<file path="config.mk">
export PLATFORM = sky130hd
export DESIGN_NAME = fetch_stage_flat
export DESIGN_NICKNAME = d
export VERILOG_FILES = /design/src/rtl/fetch_stage_pkg.sv /design/src/rtl/fetch_stage_if.sv /design/src/rtl/fetch_stage_if_id_reg.sv /design/src/rtl/fetch_stage.sv /design/src/flat_wrapper.sv
export SDC_FILE = /design/constraint.sdc
export NUM_CORES = 1
export LEC_CHECK = 0
export ABC_CLOCK_PERIOD_IN_PS = 3810
export CAP_MARGIN = 25
export CELL_PAD_IN_SITES_DETAIL_PLACEMENT = 1
export CELL_PAD_IN_SITES_GLOBAL_PLACEMENT = 1
export CORE_UTILIZATION = 34
export DETAILED_ROUTE_END_ITERATION = 12
export PLACE_DENSITY_LB_ADDON = 0.2
export SETUP_SLACK_MARGIN = 0.5
export SYNTH_ARGS = -nofsm -noshare
export SYNTH_HDL_FRONTEND = slang
export SYNTH_HIERARCHICAL = 1
export SYNTH_SLANG_ARGS = --single-unit
</file>
<file path="constraint.sdc">
create_clock -name clk -period 3.81 [get_ports clk]
set_clock_uncertainty 0.1 [all_clocks]
set_input_delay 0.762 -clock clk [delete_from_list [all_inputs] [get_ports clk]]
set_output_delay 0.762 -clock clk [all_outputs]
set_load 0.01 [all_outputs]
</file>
<file path="src/rtl/fetch_stage_pkg.sv">
// Shared definitions for the MIPS instruction-fetch stage: word width, next-PC
// select encodings, the NOP word and the IF/ID payload.
package fetch_stage_pkg;

  localparam int unsigned WORD_W = 32;
  localparam int unsigned JIDX_W = 26;

  typedef enum logic [1:0] {
    PC_SEQ = 2'b00,
    PC_BR  = 2'b01,
    PC_J   = 2'b10,
    PC_JR  = 2'b11
  } pc_src_e;

  localparam logic [WORD_W-1:0] NOP_WORD = 32'h0000_0000;

  typedef struct packed {
    logic [WORD_W-1:0] inst;
    logic [WORD_W-1:0] pc4;
    logic              valid;
  } if_id_t;

  localparam if_id_t IF_ID_BUBBLE = '{inst: NOP_WORD, pc4: '0, valid: 1'b0};

  // Fetch addresses are always word aligned; low two bits are dropped.
  function automatic logic [WORD_W-1:0] align_pc(input logic [WORD_W-1:0] a);
    return {a[WORD_W-1:2], 2'b00};
  endfunction

endpackage

</file>
<file path="src/rtl/fetch_stage_if.sv">
// Fetch-stage bus: hazard/branch controls, redirect targets, instruction memory
// and IF/ID outputs. Counter signals exist only with FETCH_PERF_EN.
interface fetch_stage_if;
  import fetch_stage_pkg::*;

  logic                 stall;
  logic                 flush;
  logic [1:0]           pc_src;
  logic [WORD_W-1:0]    branch_target;
  logic [JIDX_W-1:0]    jump_index;
  logic [WORD_W-1:0]    jr_target;
  logic [WORD_W-1:0]    inst_adr;
  logic [WORD_W-1:0]    inst_data;
  logic [WORD_W-1:0]    pc;
  logic [WORD_W-1:0]    if_id_inst;
  logic [WORD_W-1:0]    if_id_pc4;
  logic                 if_id_valid;
`ifdef FETCH_PERF_EN
  logic [WORD_W-1:0]    fetch_count;
  logic [WORD_W-1:0]    bubble_count;
`endif

  modport master (
    input  stall, flush, pc_src, branch_target, jump_index, jr_target, inst_data,
    output inst_adr, pc, if_id_inst, if_id_pc4, if_id_valid
`ifdef FETCH_PERF_EN
    , fetch_count, bubble_count
`endif
  );

  modport slave (
    output stall, flush, pc_src, branch_target, jump_index, jr_target, inst_data,
    input  inst_adr, pc, if_id_inst, if_id_pc4, if_id_valid
`ifdef FETCH_PERF_EN
    , fetch_count, bubble_count
`endif
  );

endinterface

</file>
<file path="src/rtl/fetch_stage_if_id_reg.sv">
// IF/ID pipeline register: clear (bubble) has priority over hold.
module if_id_reg
  import fetch_stage_pkg::*;
(
  input  logic   clk,
  input  logic   rst,
  input  logic   hold,
  input  logic   clear,
  input  if_id_t d,
  output if_id_t q
);

  always_ff @(posedge clk or posedge rst) begin
    if (rst) begin
      q <= IF_ID_BUBBLE;
    end else if (clear) begin
      q <= IF_ID_BUBBLE;
    end else if (!hold) begin
      q <= d;
    end
  end

endmodule

</file>
<file path="src/rtl/fetch_stage.sv">
// MIPS instruction-fetch stage: PC register, next-PC mux and IF/ID capture.
// Optional performance counters are built when FETCH_PERF_EN is defined.
module fetch_stage
  import fetch_stage_pkg::*;
#(
  parameter logic [WORD_W-1:0] RESET_PC = 32'h0000_0000
) (
  input  logic          clk,
  input  logic          rst,
  fetch_stage_if.master bus
);

  logic [WORD_W-1:0] pc_q;
  logic [WORD_W-1:0] pc4;
  logic [WORD_W-1:0] next_pc;
  if_id_t            if_id_d;
  if_id_t            if_id_q;

  assign pc4 = pc_q + WORD_W'(4);

  // Jump region bits come from the PC+4 of the jump already sitting in IF/ID.
  always_comb begin
    next_pc = pc4;
    case (pc_src_e'(bus.pc_src))
      PC_SEQ:  next_pc = pc4;
      PC_BR:   next_pc = bus.branch_target;
      PC_J:    next_pc = {if_id_q.pc4[WORD_W-1:WORD_W-4], bus.jump_index, 2'b00};
      PC_JR:   next_pc = bus.jr_target;
      default: next_pc = pc4;
    endcase
  end

  // Flush does not touch the PC; only stall freezes it.
  always_ff @(posedge clk or posedge rst) begin
    if (rst) begin
      pc_q <= RESET_PC;
    end else if (!bus.stall) begin
      pc_q <= align_pc(next_pc);
    end
  end

  assign if_id_d = '{inst: bus.inst_data, pc4: pc4, valid: 1'b1};

  if_id_reg u_if_id_reg (
    .clk   (clk),
    .rst   (rst),
    .hold  (bus.stall),
    .clear (bus.flush),
    .d     (if_id_d),
    .q     (if_id_q)
  );

  assign bus.inst_adr    = pc_q;
  assign bus.pc          = pc_q;
  assign bus.if_id_inst  = if_id_q.inst;
  assign bus.if_id_pc4   = if_id_q.pc4;
  assign bus.if_id_valid = if_id_q.valid;

`ifdef FETCH_PERF_EN
  logic [WORD_W-1:0] fetch_q;
  logic [WORD_W-1:0] bubble_q;

  // Saturating counts of real fetches and of edges that produce or keep a bubble.
  always_ff @(posedge clk or posedge rst) begin
    if (rst) begin
      fetch_q  <= '0;
      bubble_q <= '0;
    end else begin
      if (!bus.flush && !bus.stall && (fetch_q != '1)) begin
        fetch_q <= fetch_q + WORD_W'(1);
      end
      if ((bus.flush || bus.stall) && (bubble_q != '1)) begin
        bubble_q <= bubble_q + WORD_W'(1);
      end
    end
  end

  assign bus.fetch_count  = fetch_q;
  assign bus.bubble_count = bubble_q;
`endif

endmodule

</file>
<file path="src/flat_wrapper.sv">
// flat-port wrapper written by rule: the top's interface ports become plain ports
module fetch_stage_flat import fetch_stage_pkg::*;
#(
  parameter logic [WORD_W-1:0] RESET_PC = 32'h0000_0000
)
  (clk, rst, bus_stall, bus_flush, bus_pc_src, bus_branch_target, bus_jump_index, bus_jr_target, bus_inst_data, bus_inst_adr, bus_pc, bus_if_id_inst, bus_if_id_pc4, bus_if_id_valid);
  fetch_stage_if bus_i ();
  input  logic clk;
  input  logic rst;
  input wire logic [$bits(bus_i.stall)-1:0] bus_stall;
  input wire logic [$bits(bus_i.flush)-1:0] bus_flush;
  input wire logic [$bits(bus_i.pc_src)-1:0] bus_pc_src;
  input wire logic [$bits(bus_i.branch_target)-1:0] bus_branch_target;
  input wire logic [$bits(bus_i.jump_index)-1:0] bus_jump_index;
  input wire logic [$bits(bus_i.jr_target)-1:0] bus_jr_target;
  input wire logic [$bits(bus_i.inst_data)-1:0] bus_inst_data;
  output wire logic [$bits(bus_i.inst_adr)-1:0] bus_inst_adr;
  output wire logic [$bits(bus_i.pc)-1:0] bus_pc;
  output wire logic [$bits(bus_i.if_id_inst)-1:0] bus_if_id_inst;
  output wire logic [$bits(bus_i.if_id_pc4)-1:0] bus_if_id_pc4;
  output wire logic [$bits(bus_i.if_id_valid)-1:0] bus_if_id_valid;
  assign bus_i.stall = bus_stall;
  assign bus_i.flush = bus_flush;
  assign bus_i.pc_src = bus_pc_src;
  assign bus_i.branch_target = bus_branch_target;
  assign bus_i.jump_index = bus_jump_index;
  assign bus_i.jr_target = bus_jr_target;
  assign bus_i.inst_data = bus_inst_data;
  assign bus_inst_adr = bus_i.inst_adr;
  assign bus_pc = bus_i.pc;
  assign bus_if_id_inst = bus_i.if_id_inst;
  assign bus_if_id_pc4 = bus_i.if_id_pc4;
  assign bus_if_id_valid = bus_i.if_id_valid;
  fetch_stage #(.RESET_PC(RESET_PC)) u_core (.clk(clk), .rst(rst), .bus(bus_i));
endmodule
</file>
== Yosys cells after proc, flatten, opt, wreduce, memory -nomap -nowiden ==
Index checks and enable logic that the tools add are counted.
W data, S select, Z words.
Storage, ports and cells
  flip-flop bits (word level): 95
  bits of input ports: 128
  output and inout port bits: 129
  logic and storage cells: 13
Cells by class
  add/sub/neg operators: 1
  equality and inequality tests: 4
  mux-type cells: 3
  reductions and logical operators: 1
Operators by type and width (number)
  $mux W65: 2
  $pmux W32 S4: 1
  $add A32 B3 Y32 const B: 1
  $eq A2 B2 Y1 const B: 2
  $eq A2 B1 Y1 const B: 1
  $logic_not A2 Y1: 1
  $ne A2 B1 Y1 const B: 1

== Logic depth before layout (Yosys ltp) ==
Gate-level depths: netlist of the first run.
  word-level depth: 3
  depth in mapped cells: 8
  gate-level depth less buffers: 7

== Cells and area by module ==
The synthesis of the first run kept the hierarchy.
By module, submodules not included
  fetch_stage: times used 1, cells each 383, area an instance 3288.2 um^2, seq. area each 750.7 um^2
  if_id_reg: times used 1, cells each 210, area an instance 2671.3 um^2, seq. area each 1626.6 um^2

== Worst setup path after synthesis of the first run ==
Ideal clock, no wire load.
  kind: input to register
  from: in bus_pc_src[0]
  to: reg u_core.pc_q[6] (netlist: u_core/bus.inst_adr[6])
  setup time: 137 ps
  arrival: 2013 ps
  data required time: 3573 ps
  path slack: 1560 ps
  stages on the path: 6
  path buffers: 2
  cells stage by stage: buf_2 > buf_2 > mux2_2 > a221oi_1 > a21oi_1 > a2bb2oi_1
Between the ends
  cells in the longest elaborated chain, start to end: 2
  elaborated cells between the ends (all ways): 5
  those cells by class: eq/ne (3); mux (1); reduce/logical (1)
RTL lines
  start: declaration: line flat_wrapper.sv:12  | input wire logic [$bits(bus_i.pc_src)-1:0] bus_pc_src;
  $eq A2 B2 Y1, or another cell as far along: line fetch_stage.sv:24  | case (pc_src_e'(bus.pc_src))
  $pmux W32 S4 (*): line fetch_stage.sv:24
  end signal: assignment: line fetch_stage.sv:38  | pc_q <= align_pc(next_pc);
  end: declaration: line fetch_stage.sv:13  | logic [WORD_W-1:0] pc_q;
Every way passes the cells marked *; elsewhere a longest branch is shown, timed or not.
A chain may end at the register's enable or synchronous reset.

== Worst setup path in the final report of the first run ==
  from: in bus_pc_src[1]
  to: reg u_core.pc_q[30] (netlist: u_core/bus.inst_adr[30])
The elaborated chain is that of the path after synthesis.

==> results.yml, run 1 <==
critical_path:
  critPathArrivalTime_ps: 3000
  crit_fanout: 13
  worst-setup-path-type: "input port to flop"
  required_ps: 3940
  cp-end-kind: "flop"
  cpMaxStageDelayCell: "nor2b_1"
  ff2ff_path_depth: 8
  cpPeakStageDelay_ps: 890
  worst-path-buf-inv: 1
  r2r_end: "u_core/u_if_id_reg/q[31]$_DFFE_PP0P_"
  timing.rr.start: "u_core/bus.inst_adr[2]$_DFFE_PP0N_"
  rrSetupSlack_ps: 1110
  crit_family: "simple AND/OR/NAND/NOR gates"
  cp-start-kind: "input port"
  startpoint: "bus_pc_src[1]"
  cp_cell_sequence: "clkdlybuf4s50_1, nor2b_1, a221oi_1, a22oi_1, o211ai_2"
flow_run:
  max_cap_viol_count: 0
run_status:
  outcome: "finished clean"
place:
  hpwlAfterDp_um: 15100
  dp_slack_ps: 589
  io_buffers: 248
  globalplace.congestion: 0.824
  dpl_cell_area_um2: 8280
die:
  rows: 48
  dieHeight_um: 134
  core-area_um2: 17200
  dieArea_um2: 18100
  chipWidth_um: 134
  start_util_pct: 34.7
  ios: 257
cells_and_area:
  fin_area_um2: 8560
  layout_commonest_cell: "clkdlybuf4s50_1"
  nets: 919
  layout_common_cells: "clkdlybuf4s50_1 (245), dfrtp_1 (95), mux2i_1 (89)"
  antenna_cells: 0
  areaGrowthSynthToFinish_pct: 43.6
  final.fill_count: 1911
  seqCellArea_um2: 2380
  drive_above_1_share_pct: 7.80
  multi_input_area_um2: 3000
detailed_routing:
  wl_per_cell_um: 20.1
  wl_met1_um: 8520
  routed-wl-met3_um: 958
  drt_iter0_markers: 317
  dr_wl_met2_um: 10600
  viasPerCell: 5.29
  num_vias: 5395
  highest_layer: "met4"
  ant_nets: 0
  wl_um: 20500
  route.detailed.drc: 0
  first_pass_iters: 7
synth:
  syn_area_um2: 5960
  synth_top_area_share_pct: 39.9
  postSynthCellCount: 593
  synth.area.top_cells: "dfrtp_1 (40%), mux2i_1 (15%), nor2_1 (5.0%)"
  synth_edf_count: 0
  yosysTopAreaCell: "dfrtp_1"
  ys_types: 60
  synth_warnings: 6
  synth_flop_cell: "dfrtp_1"
  ys_seq_area_share_pct: 39.9
  synth.avg_cell_area_um2: 10.0
  ys_ff_latch: 95
  synthArstFlopShare_pct: 100
sta:
  timing.hold.ws_ps: 428
  hold_viol_final: 0
  fin_tns_setup_ps: 0
  slew_violations: 0
  max_freq_mhz: 349
  slew_headroom_pct: 32.6
  worst_pin_slew_ps: 1010
  setup_violations: 0
  rsz0062_at_grt: "no"
  post-route-min-period_ps: 2870
  setup_ws_ps: 941
  fin_crit_sh_pct: 75.3
hold_path:
  hp-class: "flop to flop"
  hold_depth: 2
  whs_endpoint: "u_core/u_if_id_reg/q[27]$_DFFE_PP0P_"
  hp-start: "u_core/u_if_id_reg/q[27]$_DFFE_PP0P_"
clocking:
  cts_resized: 0
  path_clk_slew_ps: 70
  cts_sinks: 95
  htreeDepth: 3
  clockBufferDepth: 2
  clk_latency_ps: 350
  cts-root-buf: "clkbuf_16"
  cts_buffers: 9
  post_cts_buffers: 0
  cts_hold_buf: 0
  cts_tree: "yes"
global_route:
  track_usage_pct: 23.1
  antenna_found_initial: 0
  grt_pass1_wl_um: 31900
  grt_start_max_net_pins: 41
  grt_overflow: 0
  grt_pass1_vias: 5829
pwr:
  ir_drop_v: 0.000226
  p_total_uw: 3170
  p_per_area_nw_per_um2: 370
  p_leak_uw: 0.00365
[cells by family after synthesis]
| logic type | after synthesis | share of synthesized area [%] |
|---|---|---|
| AO/OA/AOI/OAI | 87 | 11.4 |
| other | 2 | 0.126 |
| buffers and inverters | 94 | 10.1 |
| flip-flops | 95 | 39.9 |
| XOR/XNOR | 28 | 4.11 |
| adder cells (fa/ha/maj) | 1 | 0.210 |
| AND/OR/NAND/NOR | 181 | 15.5 |
| multiplexers | 105 | 18.7 |
[worst register-to-register path: stages, from the launching register on]
cell     delay [ps]
dfrtp_1         500
ha_1            310
nand3_1         110
buf_4           210
or4_1           680
or2_4           320
xnor2_1         120
mux2i_1         140
nor2_1           50
[Yosys cell counts, types with 3 or more instances]
master     count
buf_1          5
mux2_2        12
dfrtp_1       95
o21ai_0        9
buf_2         11
buf_4         39
a21oi_1       15
a221oi_1      11
a211oi_1       4
xnor2_1       23
and2_1         5
nand2_1       21
a2bb2oi_1     17
nand3_1       16
or4_1          3
buf_12         5
mux2i_1       89
nand2b_1       3
and3_1        11
nor2b_1        6
mux4_2         4
and4_1         8
clkbuf_1      19
xor2_1         5
o211ai_1       3
nand4_1        9
nor2_1        79
nor3_1         3
inv_1         14
a311oi_1       8
[per-layer routing]
layer  GRT usage (%)  vias to the layer above
li1                -                     2485
met1            28.0                     2715
met2            41.2                      173
met3            3.59                       22
met4            8.24                        0
met5               0                        -
[how the worst max path moves through the flow]
| stage | endpoint | slack, ps | depth (start not counted) |
|---|---|---|---|
| after floorplan | u_core/u_if_id_reg/q[0]$_DFFE_PP0P_ | 1320 | 1 |
| after global placement | u_core/bus.inst_adr[30]$_DFFE_PP0N_ | 630 | 5 |
| after detailed placement | u_core/bus.inst_adr[30]$_DFFE_PP0N_ | 590 | 5 |
| after CTS | u_core/bus.inst_adr[30]$_DFFE_PP0N_ | 970 | 5 |
| after global routing | u_core/bus.inst_adr[30]$_DFFE_PP0N_ | 750 | 5 |
| final | u_core/bus.inst_adr[30]$_DFFE_PP0N_ | 940 | 5 |
[per-stage QoR]
step / utilization, % / instances
2_1_floorplan: - / 598
3_3_place_gp: 48.2 / 1004
3_5_place_dp: 48.2 / 1004
4_1_cts: 49.8 / 1020
5_1_grt: 49.8 / 1020
6_report: 49.8 / 1020
[area by class of cell]
class	count	area share (%)
clock buffers	10	2.68
clock inverters	6	0.599
inverters	14	0.614
multi-input cells	409	35.0
flip-flops and latches	95	27.8
well taps	225	3.29
repair buffers	261	30.0
[sequential cells by signal (all words and copies together) (netlist names)]
register	count
u_core/u_if_id_reg/q	65
u_core/bus.inst_adr	30
[where the power goes]
part	total (uW)	leakage, uW	switching, uW	internal, uW
clock	895	0.000128	442	453
sequential	1280	0.00121	167	1110
combinational	994	0.00231	422	571
total	3170	0.00365	1030	2130
(Power assumes the default switching activity.)
==> run 2, diff against run 1 <==
--- a/config.mk
+++ b/config.mk
@@ -5,11 +5,11 @@
 export SDC_FILE = /design/constraint.sdc
 export NUM_CORES = 1
 export LEC_CHECK = 0
-export ABC_CLOCK_PERIOD_IN_PS = 3810
+export ABC_CLOCK_PERIOD_IN_PS = 2600
 export CAP_MARGIN = 25
 export CELL_PAD_IN_SITES_DETAIL_PLACEMENT = 1
 export CELL_PAD_IN_SITES_GLOBAL_PLACEMENT = 1
-export CORE_UTILIZATION = 34
+export CORE_UTILIZATION = 29
 export DETAILED_ROUTE_END_ITERATION = 12
 export PLACE_DENSITY_LB_ADDON = 0.2
 export SETUP_SLACK_MARGIN = 0.5
==> constraint.sdc (replaced) <==
create_clock -name clk -period 2.6 [get_ports clk]
set_clock_uncertainty 0.1 [all_clocks]
set_input_delay 0.52 -clock clk [delete_from_list [all_inputs] [get_ports clk]]
set_output_delay 0.52 -clock clk [all_outputs]
set_load 0.01 [all_outputs]
==> run 2 against run 1 <==
  * Design area up 6.4%
  * Count of clock-buffer cells in the layout unchanged
  * Via count up 3.2%
  * Global-route usage down 1.8 points
  * Routed wire length up 8.2%
==> results.yml, run 2 (synthesis gave the netlist of run 1 again) <==
flow_run:
  max_cap_viol_count: 0
sta:
  worst_pin_slew_ps: 624
  rsz0062_at_grt: "yes"
  slew_violations: 0
  fin_crit_sh_pct: 80.2
  hold_viol_final: 0
  setup_violations: 0
  fin_tns_setup_ps: 0
  max_freq_mhz: 480
  timing.hold.ws_ps: 424
  slew_headroom_pct: 58.4
  post-route-min-period_ps: 2090
detailed_routing:
  wl_per_cell_um: 20.0
  drt_iter0_markers: 288
  viasPerCell: 5.03
  ant_nets: 0
  route.detailed.drc: 0
  first_pass_iters: 5
  num_vias: 5566
  wl_um: 22200
global_route:
  grt_start_max_net_pins: 66
  grt_pass1_wl_um: 35000
  antenna_found_initial: 0
  grt_overflow: 0
  track_usage_pct: 21.2
  grt_pass1_vias: 6125
pwr:
  p_per_area_nw_per_um2: 527
  ir_drop_v: 0.000298
  p_leak_uw: 0.00394
cells_and_area:
  areaGrowthSynthToFinish_pct: 52.7
  layout_common_cells: "clkdlybuf4s50_1 (238), mux2i_1 (89), nor2_1 (77), dfrtp_1 (77), buf_4 (49)"
  antenna_cells: 0
  drive_above_1_share_pct: 16.4
  layout_commonest_cell: "clkdlybuf4s50_1"
  multi_input_area_um2: 3100
  final.fill_count: 2220
  top_register: "u_core/u_if_id_reg/q"
  largest_reg_flops: 65
  seqCellArea_um2: 2400
  nets: 960
die:
  dieArea_um2: 21100
  core-area_um2: 20200
  ios: 257
  start_util_pct: 29.5
  rows: 52
  dieHeight_um: 145
  chipWidth_um: 145
clocking:
  cts-root-buf: "clkbuf_16"
  cts_sinks: 95
  cts_tree: "yes"
  htreeDepth: 3
  path_clk_slew_ps: 80
  cts_buffers: 9
  clockBufferDepth: 2
  clk_latency_ps: 350
place:
  hpwlAfterDp_um: 16500
  globalplace.congestion: 0.824
  io_buffers: 248
critical_path:
  critPathArrivalTime_ps: 1470
  cpPeakStageDelay_ps: 550
  cp-start-kind: "flop"
  cp-end-kind: "primary output"
  crit_family: "buffers and inverters"
  worst-setup-path-type: "flop to primary output"
  crit_fanout: 9
  cp_cell_sequence: "buf_4, clkdlybuf4s50_1"
  cpMaxStageDelayCell: "clkdlybuf4s50_1"
  required_ps: 1980
  worst-path-buf-inv: 2
hold_path:
  hp-class: "flop to flop"
run_status:
  outcome: "finished clean"
==> run 2: changes by cell type in the layout (fill, tap and decap cells not counted), moves of 3 or more <==
cell,previous run,this run
buf_4,14,49
dfrtp_1,95,77
dfrtp_2,0,18
clkdlybuf4s50_1,245,238
dlymetal6s2s_1,0,5
buf_12,0,3
buf_6,0,3
or4_1,3,0
or4_4,1,4
==> run 2: per-stage QoR <==
stage / util (%) / std cells / area [um2] / setup slack [ps] / power [uW]
after floorplan: - / 598 / 6000 / 514 / 2640
final: 45.1 / 1106 / 9100 / 515 / 4800
after detailed placement: 42.5 / 1073 / 8570 / 244 / 3440
after global placement: 42.5 / 1073 / 8570 / 254 / 3400
after global routing: 45.1 / 1106 / 9100 / 457 / 5040
after CTS: 44.4 / 1098 / 8950 / 429 / 4810
==> run 2: power breakdown <==
part	internal, uW	switching, uW	leakage (uW)	total [uW]
clock	664	646	0.000128	1310
combinational	935	724	0.00262	1660
sequential	1640	195	0.00119	1830
total	3240	1570	0.00394	4800
==> run 2: area by class of cell <==
class	count	share of cell area, %
multi-input cells	409	34.0
repair buffers	302	32.2
flip-flops and latches	95	26.4
well taps	270	3.71
clock buffers	10	2.52
inverters	14	0.619
clock inverters	6	0.564
==> run 2: timing repair <==
item,in CTS,in global routing
pin swaps,1,7
hold buffers,0,0
setup endpoints to repair,55,53
resized for setup,16,26
setup buffers,9,8
cloned,0,0
==> run 2: metal layers <==
| metal | vias to the layer above | part of all wire [%] | global-route usage [%] |
|---|---|---|---|
| met4 | 0 | 1.6 | 6.05 |
| met5 | - | 0 | 0 |
| met2 | 147 | 51 | 38.0 |
| li1 | 2562 | - | - |
| met1 | 2839 | 43 | 26.4 |
| met3 | 18 | 3.9 | 3.20 |
==> run 2: worst paths after layout <==
path / start / endpoint / slack [ps] / cells past startpoint
worst max-delay path: u_core/bus.inst_adr[6]$_DFFE_PP0N_ / bus_inst_adr[6] / 510 / 2
worst min-delay path: u_core/u_if_id_reg/q[1]$_DFFE_PP0P_ / u_core/u_if_id_reg/q[1]$_DFFE_PP0P_ / 420 / 2
worst max register to register: u_core/bus.inst_adr[2]$_DFFE_PP0N_ / u_core/u_if_id_reg/q[31]$_DFFE_PP0P_ / 540 / 7
worst min register to register: u_core/u_if_id_reg/q[1]$_DFFE_PP0P_ / u_core/u_if_id_reg/q[1]$_DFFE_PP0P_ / 420 / 2
max in group asynchronous: rst / u_core/u_if_id_reg/q[7]$_DFFE_PP0P_ / 1290 / 3
min in group asynchronous: rst / u_core/u_if_id_reg/q[3]$_DFFE_PP0P_ / 470 / 2
==> run 2: tightest hold or removal path, stage by stage, from the launching register on <==
cell and delay [ps]:
dfrtp_1 350, mux2i_1 70, nor2_1 80
==> run 3, diff against run 2 <==
--- a/config.mk
+++ b/config.mk
@@ -5,7 +5,7 @@
 export SDC_FILE = /design/constraint.sdc
 export NUM_CORES = 1
 export LEC_CHECK = 0
-export ABC_CLOCK_PERIOD_IN_PS = 2600
+export ABC_CLOCK_PERIOD_IN_PS = 1800
 export CAP_MARGIN = 25
 export CELL_PAD_IN_SITES_DETAIL_PLACEMENT = 1
 export CELL_PAD_IN_SITES_GLOBAL_PLACEMENT = 1
==> constraint.sdc (replaced) <==
create_clock -name clk -period 1.8 [get_ports clk]
set_clock_uncertainty 0.1 [all_clocks]
set_input_delay 0.36 -clock clk [delete_from_list [all_inputs] [get_ports clk]]
set_output_delay 0.36 -clock clk [all_outputs]
set_load 0.01 [all_outputs]
==> run 3 against run 2 <==
  * The flow now finishes with violations (negative setup slack)
  * Flip-flop and latch count stayed put
  * Sequential share of layout area is 5.5 points lower
  * Global-route usage is 2.8 points higher
  * Count of clock-buffer cells in the layout is 1 lower
  * Cell count is 17% higher
  * Sequential power is 39% higher
  * Combinational power is 130% higher
  * Hold slack worse by 69 ps
  * Power is 78% higher
==> results.yml, run 3 (synthesis gave the netlist of run 1 again) <==
place:
  dp_cells: 1131
  dpl_cell_area_um2: 9280
  globalplace.congestion: 0.814
  hpwlAfterDp_um: 17300
  io_buffers: 248
clocking:
  path_clk_slew_ps: 70
  htreeDepth: 3
  cts_tree: "yes"
  cts-root-buf: "clkbuf_16"
  cts_buffers: 9
  cts_sinks: 95
  clk_latency_ps: 350
  cts_hold_buf: 0
  clockBufferDepth: 2
cells_and_area:
  layout_common_cells: "buf_6 (167), buf_4 (138), clkdlybuf4s50_1 (119)"
  areaGrowthSynthToFinish_pct: 92.0
  fin_area_um2: 11400
  layout_commonest_cell: "buf_6"
  drive_above_1_share_pct: 50.8
  largest_reg_flops: 65
  top_register: "u_core/u_if_id_reg/q"
  antenna_cells: 0
  utilization_pct: 56.7
  final.fill_count: 2164
  nets: 1149
  final_cells: 1294
detailed_routing:
  wl_per_cell_um: 21.3
  route.detailed.drc: 0
  first_pass_iters: 5
  num_vias: 6512
  viasPerCell: 5.03
  drt_iter0_markers: 257
  wl_um: 27500
  ant_nets: 0
sta:
  max_freq_mhz: 461
  setup_ws_ps: -371
  post-route-min-period_ps: 2170
  setup_violations: 47
  rsz0062_at_grt: "yes"
  fin_tns_setup_ps: -6310
  fin_crit_sh_pct: 121
  timing.hold.ws_ps: 355
  slew_violations: 0
  hold_viol_final: 0
critical_path:
  r2r_end: "u_core/u_if_id_reg/q[23]$_DFFE_PP0P_"
  worst-setup-path-type: "flop to flop"
  startpoint: "u_core/bus.inst_adr[3]$_DFFE_PP0N_"
  crit_fanout: 5
  ff2ff_path_depth: 10
  rrSetupSlack_ps: -370
  timing.rr.start: "u_core/bus.inst_adr[3]$_DFFE_PP0N_"
  required_ps: 1960
  cp-start-kind: "flop"
  cp-end-kind: "flop"
  critPathArrivalTime_ps: 2330
  endpoint: "u_core/u_if_id_reg/q[23]$_DFFE_PP0P_"
die:
  rows: 52
  core-area_um2: 20200
  dieHeight_um: 145
  chipWidth_um: 145
  ios: 257
  start_util_pct: 29.5
  dieArea_um2: 21100
global_route:
  grt_start_max_net_pins: 66
  grt_overflow: 0
  grt_pass1_vias: 6879
  antenna_found_initial: 0
  track_usage_pct: 24.1
  grt_pass1_wl_um: 39300
flow_run:
  max_cap_viol_count: 0
pwr:
  p_leak_uw: 0.00546
  p_per_area_nw_per_um2: 745
  ir_drop_v: 0.000532
hold_path:
  hp-class: "input port to asynchronous set/reset pin"
run_status:
  violations: "negative setup slack"
  outcome: "finished with violations"
[run 3: cell count changes in the layout (fill, tap and decap cells not counted), sizes merged, moves of 2 or more]
| cell | delta |
|---|---|
| clkinvlp | -3 |
| clkdlybuf4s15 | +2 |
| bufinv | +2 |
| buf | +310 |
| dlymetal6s2s | -3 |
| clkdlybuf4s50 | -119 |
[run 3: worst min path at each step]
stage / slack [ps] / depth (start not counted) / start / to
final: 360 / 3 / rst / u_core/u_if_id_reg/q[6]$_DFFE_PP0P_
after CTS: 360 / 3 / rst / u_core/u_if_id_reg/q[3]$_DFFE_PP0P_
after global routing: 370 / 3 / rst / u_core/u_if_id_reg/q[3]$_DFFE_PP0P_
after global placement: 400 / 2 / u_core/u_if_id_reg/q[48]$_DFFE_PP0P_ / u_core/u_if_id_reg/q[48]$_DFFE_PP0P_
after floorplan: 350 / 1 / rst / u_core/bus.inst_adr[11]$_DFFE_PP0N_
after detailed placement: 410 / 2 / u_core/u_if_id_reg/q[13]$_DFFE_PP0P_ / u_core/u_if_id_reg/q[13]$_DFFE_PP0P_
[run 3: repair_timing]
item,in CTS,in global routing
gates resized for setup,559,204
setup endpoints to repair,181,185
pin swaps,35,65
setup buffers,84,63
cloned,1,0
[run 3: worst max-delay path, stage by stage (launching register included)]
cell and delay [ps]:
dfrtp_2 430, ha_4 180, nand3_4 100, buf_6 140, buf_8 130, nor4_4 250
buf_4 200, nand3_1 130, xnor2_1 180, mux2i_1 90, nor2_1 160
[run 3: where the power goes]
part	internal [uW]	switching (uW)	leakage, uW
logic	2180	1650	0.00410
clock network	1230	928	0.000157
registers	2360	189	0.00120
[run 3: stage by stage]
stage | setup WS [ps] | power (uW)
final | -371 | 8530
after global routing | -448 | 8890
after CTS | -168 | 7920
after detailed placement | -235 | 5260
after global placement | -196 | 5190
after floorplan | -225 | 3940
[run 3: per-layer routing]
metal  routed length (um)  vias to the layer above  GRT usage (%)  share of wire [%]
met1                10900                     3307           28.7                 40
met2                14500                      220           43.7                 53
met5                    0                        -              0                  0
met4                  790                        0           7.42                2.9
li1                     -                     2938              -                  -
met3                 1340                       47           4.29                4.9
[run 3: area by class of cell]
class                      count  area (um2)  area share (%)
clock buffer                   9         225            1.97
clock inverter                 6        91.3           0.798
inverter                      14        56.3           0.492
multi-input combinational    409        3670            32.1
sequential                    95        2390            20.9
tap                          270         338            2.95
timing repair buffer         491        4680            40.9
